[src/rtl/fios_result_collector.sv]
// ============================================================================
// Module   : fios_result_collector
// Brief    : Collects 34-bit FIOS partial results, resolves radix-2^17 carries
//            and drains one WORD_COUNT+1 word result over valid/ready.
// Revision : 1.0 - initial release
// ============================================================================
`default_nettype none

module fios_result_collector #(
    parameter int WORD_WIDTH = 17,
    parameter int P_WIDTH    = 34,
    parameter int WORD_COUNT = 16
) (
    input  logic                  clock_i,
    input  logic                  reset_i,
    input  logic                  p_valid_i,
    input  logic [P_WIDTH-1:0]    p_i,
    input  logic                  p_last_i,
    output logic                  p_ready_o,
    output logic                  res_valid_o,
    input  logic                  res_ready_i,
    output logic [WORD_WIDTH-1:0] res_word_o,
    output logic                  res_last_o,
    output logic                  overflow_o,
    output logic                  overrun_o,
    output logic                  frame_err_o
);

    localparam int c_PTR_W   = $clog2(WORD_COUNT + 1);
    localparam int c_ACC_W   = P_WIDTH + 1;
    localparam int c_CARRY_W = c_ACC_W - WORD_WIDTH;
    localparam logic [c_PTR_W-1:0] c_PTR_ONE = c_PTR_W'(1);
    localparam logic [c_PTR_W-1:0] c_LAST_IN  = c_PTR_W'(WORD_COUNT - 1);
    localparam logic [c_PTR_W-1:0] c_LAST_OUT = c_PTR_W'(WORD_COUNT);

    typedef enum logic [1:0] {
        ST_IDLE    = 2'd0,
        ST_COLLECT = 2'd1,
        ST_FLUSH   = 2'd2,
        ST_DRAIN   = 2'd3
    } state_t;

    state_t                  r_state;
    logic [c_CARRY_W-1:0]    r_carry;
    logic [c_PTR_W-1:0]      r_wr_ptr;
    logic [c_PTR_W-1:0]      r_rd_ptr;
    logic                    r_p_ready;
    logic                    r_res_valid;
    logic                    r_res_last;
    logic                    r_overflow;
    logic                    r_overrun;
    logic                    r_frame_err;
    logic [WORD_WIDTH-1:0]   r_buffer [0:WORD_COUNT];

    logic                    w_accept;
    logic                    w_last_in;
    logic                    w_res_hs;
    logic [c_ACC_W-1:0]      w_acc;

    assign w_accept  = p_valid_i & r_p_ready;
    assign w_last_in = (r_wr_ptr == c_LAST_IN);
    assign w_res_hs  = r_res_valid & res_ready_i;
    // Carry is at most 2^17+1, so the 35-bit sum can never wrap.
    assign w_acc     = {1'b0, p_i} + c_ACC_W'(r_carry);

    // Result storage is deliberately left out of reset.
    always_ff @(posedge clock_i) begin
        if (!reset_i) begin
            if (w_accept) begin
                r_buffer[r_wr_ptr] <= w_acc[WORD_WIDTH-1:0];
            end else if (r_state == ST_FLUSH) begin
                r_buffer[WORD_COUNT] <= r_carry[WORD_WIDTH-1:0];
            end
        end
    end

    always_ff @(posedge clock_i) begin
        if (reset_i) begin
            r_state     <= ST_IDLE;
            r_carry     <= '0;
            r_wr_ptr    <= '0;
            r_rd_ptr    <= '0;
            r_p_ready   <= 1'b1;
            r_res_valid <= 1'b0;
            r_res_last  <= 1'b0;
            r_overflow  <= 1'b0;
            r_overrun   <= 1'b0;
            r_frame_err <= 1'b0;
        end else begin
            if (p_valid_i && !r_p_ready) begin
                r_overrun <= 1'b1;
            end
            if (w_accept) begin
                r_carry <= w_acc[c_ACC_W-1:WORD_WIDTH];
                // A misplaced or missing last marker is flagged; framing follows the count.
                if (p_last_i != w_last_in) begin
                    r_frame_err <= 1'b1;
                end
            end

            case (r_state)
                ST_IDLE, ST_COLLECT: begin
                    if (w_accept) begin
                        r_wr_ptr <= r_wr_ptr + c_PTR_ONE;
                        if (w_last_in) begin
                            r_state   <= ST_FLUSH;
                            r_p_ready <= 1'b0;
                        end else begin
                            r_state   <= ST_COLLECT;
                        end
                    end
                end
                ST_FLUSH: begin
                    r_overflow  <= |r_carry[c_CARRY_W-1:WORD_WIDTH];
                    r_carry     <= '0;
                    r_rd_ptr    <= '0;
                    r_res_valid <= 1'b1;
                    r_res_last  <= 1'b0;
                    r_state     <= ST_DRAIN;
                end
                ST_DRAIN: begin
                    if (w_res_hs) begin
                        if (r_res_last) begin
                            r_state     <= ST_IDLE;
                            r_res_valid <= 1'b0;
                            r_res_last  <= 1'b0;
                            r_overflow  <= 1'b0;
                            r_wr_ptr    <= '0;
                            r_rd_ptr    <= '0;
                            r_p_ready   <= 1'b1;
                        end else begin
                            r_rd_ptr    <= r_rd_ptr + c_PTR_ONE;
                            r_res_last  <= ((r_rd_ptr + c_PTR_ONE) == c_LAST_OUT);
                        end
                    end
                end
                default: begin
                    r_state <= ST_IDLE;
                end
            endcase
        end
    end

    assign p_ready_o   = r_p_ready;
    assign res_valid_o = r_res_valid;
    assign res_word_o  = r_buffer[r_rd_ptr];
    assign res_last_o  = r_res_last;
    assign overflow_o  = r_overflow;
    assign overrun_o   = r_overrun;
    assign frame_err_o = r_frame_err;

endmodule

`default_nettype wire

[config.mk]
export PLATFORM = sky130hd
export DESIGN_NAME = fios_result_collector
export DESIGN_NICKNAME = d
export VERILOG_FILES = /design/src/rtl/fios_result_collector.sv
export SDC_FILE = /design/constraint.sdc
export NUM_CORES = 1
export LEC_CHECK = 0
export ABC_CLOCK_PERIOD_IN_PS = 4600
export BUFFER_PORTS_ARGS = -buffer_cell sky130_fd_sc_hd__buf_2
export CAP_MARGIN = 20
export CORE_UTILIZATION = 44
export DETAILED_ROUTE_END_ITERATION = 6
export GPL_ROUTABILITY_DRIVEN = 1
export GPL_TIMING_DRIVEN = 0
export PLACE_DENSITY_LB_ADDON = 0.05
export REMOVE_ABC_BUFFERS = 1
export SLEW_MARGIN = 0
export SYNTH_ARGS = -nofsm -noshare
export SYNTH_HDL_FRONTEND = slang
export SYNTH_SLANG_ARGS = --single-unit
[constraint.sdc]
create_clock -name clock_i -period 4.6 [get_ports clock_i]
set_clock_uncertainty 0.2 [all_clocks]
set_input_delay 1.15 -clock clock_i [delete_from_list [all_inputs] [get_ports clock_i]]
set_output_delay 1.15 -clock clock_i [all_outputs]
set_load 0.02 [all_outputs]
; ---- After elaboration in Yosys (flattened, before gate mapping)
; Memory sizes are Yosys's and may differ from the RTL's. A register that Yosys moved wholly into a read port is not among the register bits.
; Cells that the tools add are included.
[classes]
add_sub_neg = 3
n_eq_ne = 10
n_mux = 36
bitwise_logic = 2
n_reduce_logical = 14
[op_table]
columns = op, count
row1 = $mux W5, 8
row2 = $add A34 B18 Y35, 1
row3 = $pmux W5 S2, 2
row4 = $mux W17, 1
row5 = $reduce_or A17 Y1, 1
row6 = $mux W1, 16
row7 = $add A5 B1 Y5 const B, 2
row8 = $mux W2, 4
row9 = $ne A2 B2 Y1 const B, 4
row10 = $pmux W1 S2, 4
row11 = $pmux W2 S3, 1
row12 = $reduce_and A3 Y1, 2
row13 = $eq A5 B4 Y1 const B, 1
row14 = $eq A5 B5 Y1 const B, 1
row15 = $reduce_and A5 Y1, 1
row16 = $eq A2 B2 Y1 const B, 2
row17 = $reduce_and A2 Y1, 2
row18 = $reduce_and A4 Y1, 1
row19 = $reduce_bool A2 Y1, 2
row20 = $reduce_or A2 Y1, 2
row21 = $and A1 B1 Y1, 2
row22 = $eq A2 B1 Y1 const B, 1
row23 = $logic_not A2 Y1, 1
row24 = $logic_and A1 B1 Y1, 1
row25 = other kinds (2), 2
[totals]
ff_bits = 36
ramBits = 289
in_bits = 39
output_inout_bits = 23
wordCells = 76
n_memories = 1
[memory_table]
columns = name, depth, width, read_ports, rd_ports_with_merged_regs, wr, line
row1 = r_buffer, 17, 17, 1, 1, 1, 53  ; logic [WORD_WIDTH-1:0] r_buffer [0:WORD_COUNT];

; ---- Logic depth before layout (Yosys ltp)
[depth]
ltp_word = 7
ltp_mapped = 10
depth_no_buf = 10

; ---- Least setup slack after synthesis
; Ideal clock, no wire load.
[synth_timing]
path_kind = input port to flip-flop
from = input p_i[0]
to = memory r_buffer[0][16] (data pin)
arrival_ns = 3.223
setup_slack_ns = 0.880
cell_stages = 10
path_cell_list = ha_1 -> inv_1 -> fa_1 -> nand2b_1 -> a21oi_1 -> o211ai_2 -> nand4bb_1 -> a31oi_1 -> xor2_1 -> a21oi_1
[synth_via]
elab_chain_len = 2
[synth_rtl]
columns = item, line
row1 = "start, declared", 17  ; input logic [P_WIDTH-1:0] p_i,
row2 = $add A34 B18 Y35, 64  ; assign w_acc = {1'b0, p_i} + c_ACC_W'(r_carry);
row3 = $mux W17 (no source line), n/a
row4 = "end, declared", 53
; No other way between the ends.

==> out/results.txt <==
WP depth = 5
R2R Path End = r_buffer[3][15]$_DFFE_PP_
Area of the multi-input gates = 4480 um^2
DR iter-0 viols = 516
Critical path, cell by cell = buf_16 -> mux4_1 -> mux4_2 -> mux2_2 -> buf_2
WP data required = 3.25 ns
Antenna violations before repair = 0
Psw = 1.50 mW
Die Span Y = 181 um
Post-synthesis sequential area ratio = 67.4%
Area of the core = 31600 um^2
Distinct cell type count after synthesis = 61
Commonest cells after routing, fill and taps aside = edfxtp_1 (289), mux4_2 (81), buf_2 (62)
Setup TNS Final = 0 ns
Fin crit period = 4.35 ns
Worst-margin pin slew = 1.06 ns
Setup CP Type = reg -> out
Fraction of layout instances using a drive strength above 1 = 27.3%
Worst R2R Start = r_carry[3]$_SDFFE_PP0P_
Min-Delay Path Class = reg -> reg
Die span in x = 181 um
Final Cycle Share = 94.6%
Critical Path End = res_word_o[0]
Worst slew margin = 29.5%
Fmax achieved = 230 MHz
Syn-to-layout area delta = 16.9%
Ys async rst share = 0%
DR vias = 7924
Top delay family on crit path = multiplexers
Total gr overflow = 0
Largest net degree at the start of global routing = 56
EDFF count, synth = 289
Post-route ant nets = 0
Resize count post-CTS = 0
Worst-Skew Late Latency = 0.52 ns
Seq pwr share = 49.6%
Most common cell after layout, fill and taps aside = edfxtp_1
DRT Pass-1 Iters = 4
Endpoints failing setup = 0
Setup crit end kind = output port
CP max-delay cell = dfxtp_4
IO Port Bufs = 61
Row cnt = 65
Wirelength, routed = 33500 um
RePlAce Congestion = 0.861
Max-cap violations = 0
CTS tree = done
Reg2Reg Depth = 8
Total GRT Usage = 20.7%
Number of synthesized register bits = 330
Slew Viols, Final = 0
Net Sw Frac = 21.7%
YS warnings = 0
Post-route design area = 16500 um^2
Initial core utilization = 44.6%
Clock power frac = 43.1%
CTS Sinks = 330
Hpwl dp = 20600 um
Clock buffer depth = 3
Die ar. = 32700 um^2
Vias in the first global route = 8156
Critical-path maximum fanout = 37
P_leak = 5.39 nW
Worst EP arrival = 3.00 ns
Worst VDD drop = 0.238 mV
Hold_ws = 0.283 ns
RSZ-0062 raised after global routing = no
Final #Nets = 1000
Drt wl/cell = 24.5 um
H-tree levels = 2
Status = completed
Placed cell areas = 15100 um^2
Pint = 5.44 mW
Clock-pin slew on the worst setup and hold paths = 0.06 ns
I/O pin cnt = 62
Ys flop type = edfxtp_1
First-pass GRT wire length = 49600 um
Inserted Clock Buffers = 36
Post-Synthesis Cells = 849
Register area = 9510 um^2
Antenna cell count = 0
Tot Pwr = 6.94 mW
Root Buffer = clkbuf_16
Combinational power share = 7.3%
Power Dens Cells = 422 nW/um^2
Reg2reg setup slack = 1.15 ns
Fill cell count = 2558
Via/cell ratio = 5.80
Mapped Area = 14100 um^2
Mean Syn Cell Area = 16.6 um^2
Peak per-stage delay on the critical path = 0.62 ns
Hold Vio Cnt, Final = 0
CP startpoint kind = flip-flop
Buf/Inv on CP = 2
DRC Markers = 0
[state kept, by name, summed over array words and instances, names as in the netlist, named ones only]
register	count
r_wr_ptr	5
res_valid_o	1
r_state	2
r_buffer	289
p_ready_o	1
overrun_o	1
r_rd_ptr	5
r_carry	18
res_last_o	1
frame_err_o	1
overflow_o	1
[worst min-delay path by stage]
stage,from,endpoint,slack [ns],cells past startpoint
finish,frame_err_o$_SDFFE_PP0P_,frame_err_o$_SDFFE_PP0P_,0.28,2
global route,r_carry[17]$_SDFFE_PP0P_,r_carry[17]$_SDFFE_PP0P_,0.31,2
CTS,frame_err_o$_SDFFE_PP0P_,frame_err_o$_SDFFE_PP0P_,0.29,2
detailed placement,frame_err_o$_SDFFE_PP0P_,frame_err_o$_SDFFE_PP0P_,0.28,2
global placement,frame_err_o$_SDFFE_PP0P_,frame_err_o$_SDFFE_PP0P_,0.25,2
floorplan,r_carry[2]$_SDFFE_PP0P_,r_carry[2]$_SDFFE_PP0P_,0.24,2
[cell usage after synthesis, drive strengths merged, types with 2 or more instances]
cell type,number,share of area (%)
o21ai,32,1.2
a22o,2,0.12
or4,3,0.16
a211o,3,0.19
and3,7,0.31
and2,5,0.22
dfxtp,41,5.8
edfxtp,289,62
ha,22,2.0
o22ai,3,0.13
buf,16,0.84
mux4,85,14
nand3,19,0.68
nor3,10,0.36
a32oi,2,0.12
mux2i,3,0.21
a21boi,3,0.16
nand2b,8,0.36
a22oi,3,0.16
a21oi,57,2.1
xnor2,13,0.81
nand2,44,1.2
mux2,17,1.4
or3,3,0.13
o211ai,2,0.14
inv,7,0.19
nand3b,3,0.16
a31oi,6,0.27
a21o,7,0.37
nand4,8,0.36
nor2,70,1.9
o31ai,3,0.16
clkbuf,20,0.53
or2,3,0.13
xor2,14,0.87
[stage by stage]
step                cells  setup WS (ns)  util (%)
global placement     1276          -2.59      46.6
floorplan             813          -1.04         -
finish               1366          0.248      52.2
detailed placement   1291        -0.0784      47.8
global route         1366         0.0985      52.2
CTS                  1356          0.151      51.8
[logic make-up after synthesis]
family                     after synthesis  share of synthesized area (%)
muxes                                  105                           15.3
buffers and inverters                   43                           1.56
and+or+nand+nor                        188                           6.20
xor gates and xnor gates                27                           1.68
AOI/OAI and AO/OA                      133                           5.76
adders and majority gates               23                           2.10
DFF                                    330                           67.4
[metal layers]
| metal | global-route usage, % | share of wire (%) |
|---|---|---|
| met2 | 35.8 | 50 |
| met4 | 6.10 | 2.3 |
| met5 | 0 | 0 |
| met3 | 2.96 | 3.8 |
| met1 | 27.2 | 43 |
[layout make-up]
class	instances	area share (%)
clock inverters	17	1.16
flip-flops and latches	330	57.8
multi-input cells	476	27.2
repair buffers	87	4.23
clock buffers	47	6.43
well taps	402	3.06
inverters	7	0.160
[worst register-to-register path, stage by stage (launching register included)]
cell	delay, ns
dfxtp_1	0.34
ha_1	0.35
a21o_1	0.19
a21oi_1	0.18
a21oi_1	0.20
o41ai_2	0.49
o31ai_1	0.17
xnor2_1	0.14
a21oi_1	0.84
[power by group through the flow]
stage,Clock [mW],Sequential (mW),Combinational (mW)
after CTS,3.03,3.45,0.480
after detailed placement,0,3.51,0.479
after global routing,3.16,3.44,0.554
final,2.99,3.44,0.509
after floorplan,0,3.50,0.288
after global placement,0,3.51,0.434
[what timing repair did]
action | 4_1_cts | 5_1_grt
hold buffers | 0 | 0
endpoints found under the setup margin | 11 | 0
buffers inserted | 1 | 0
(Power assumes the default switching activity.)
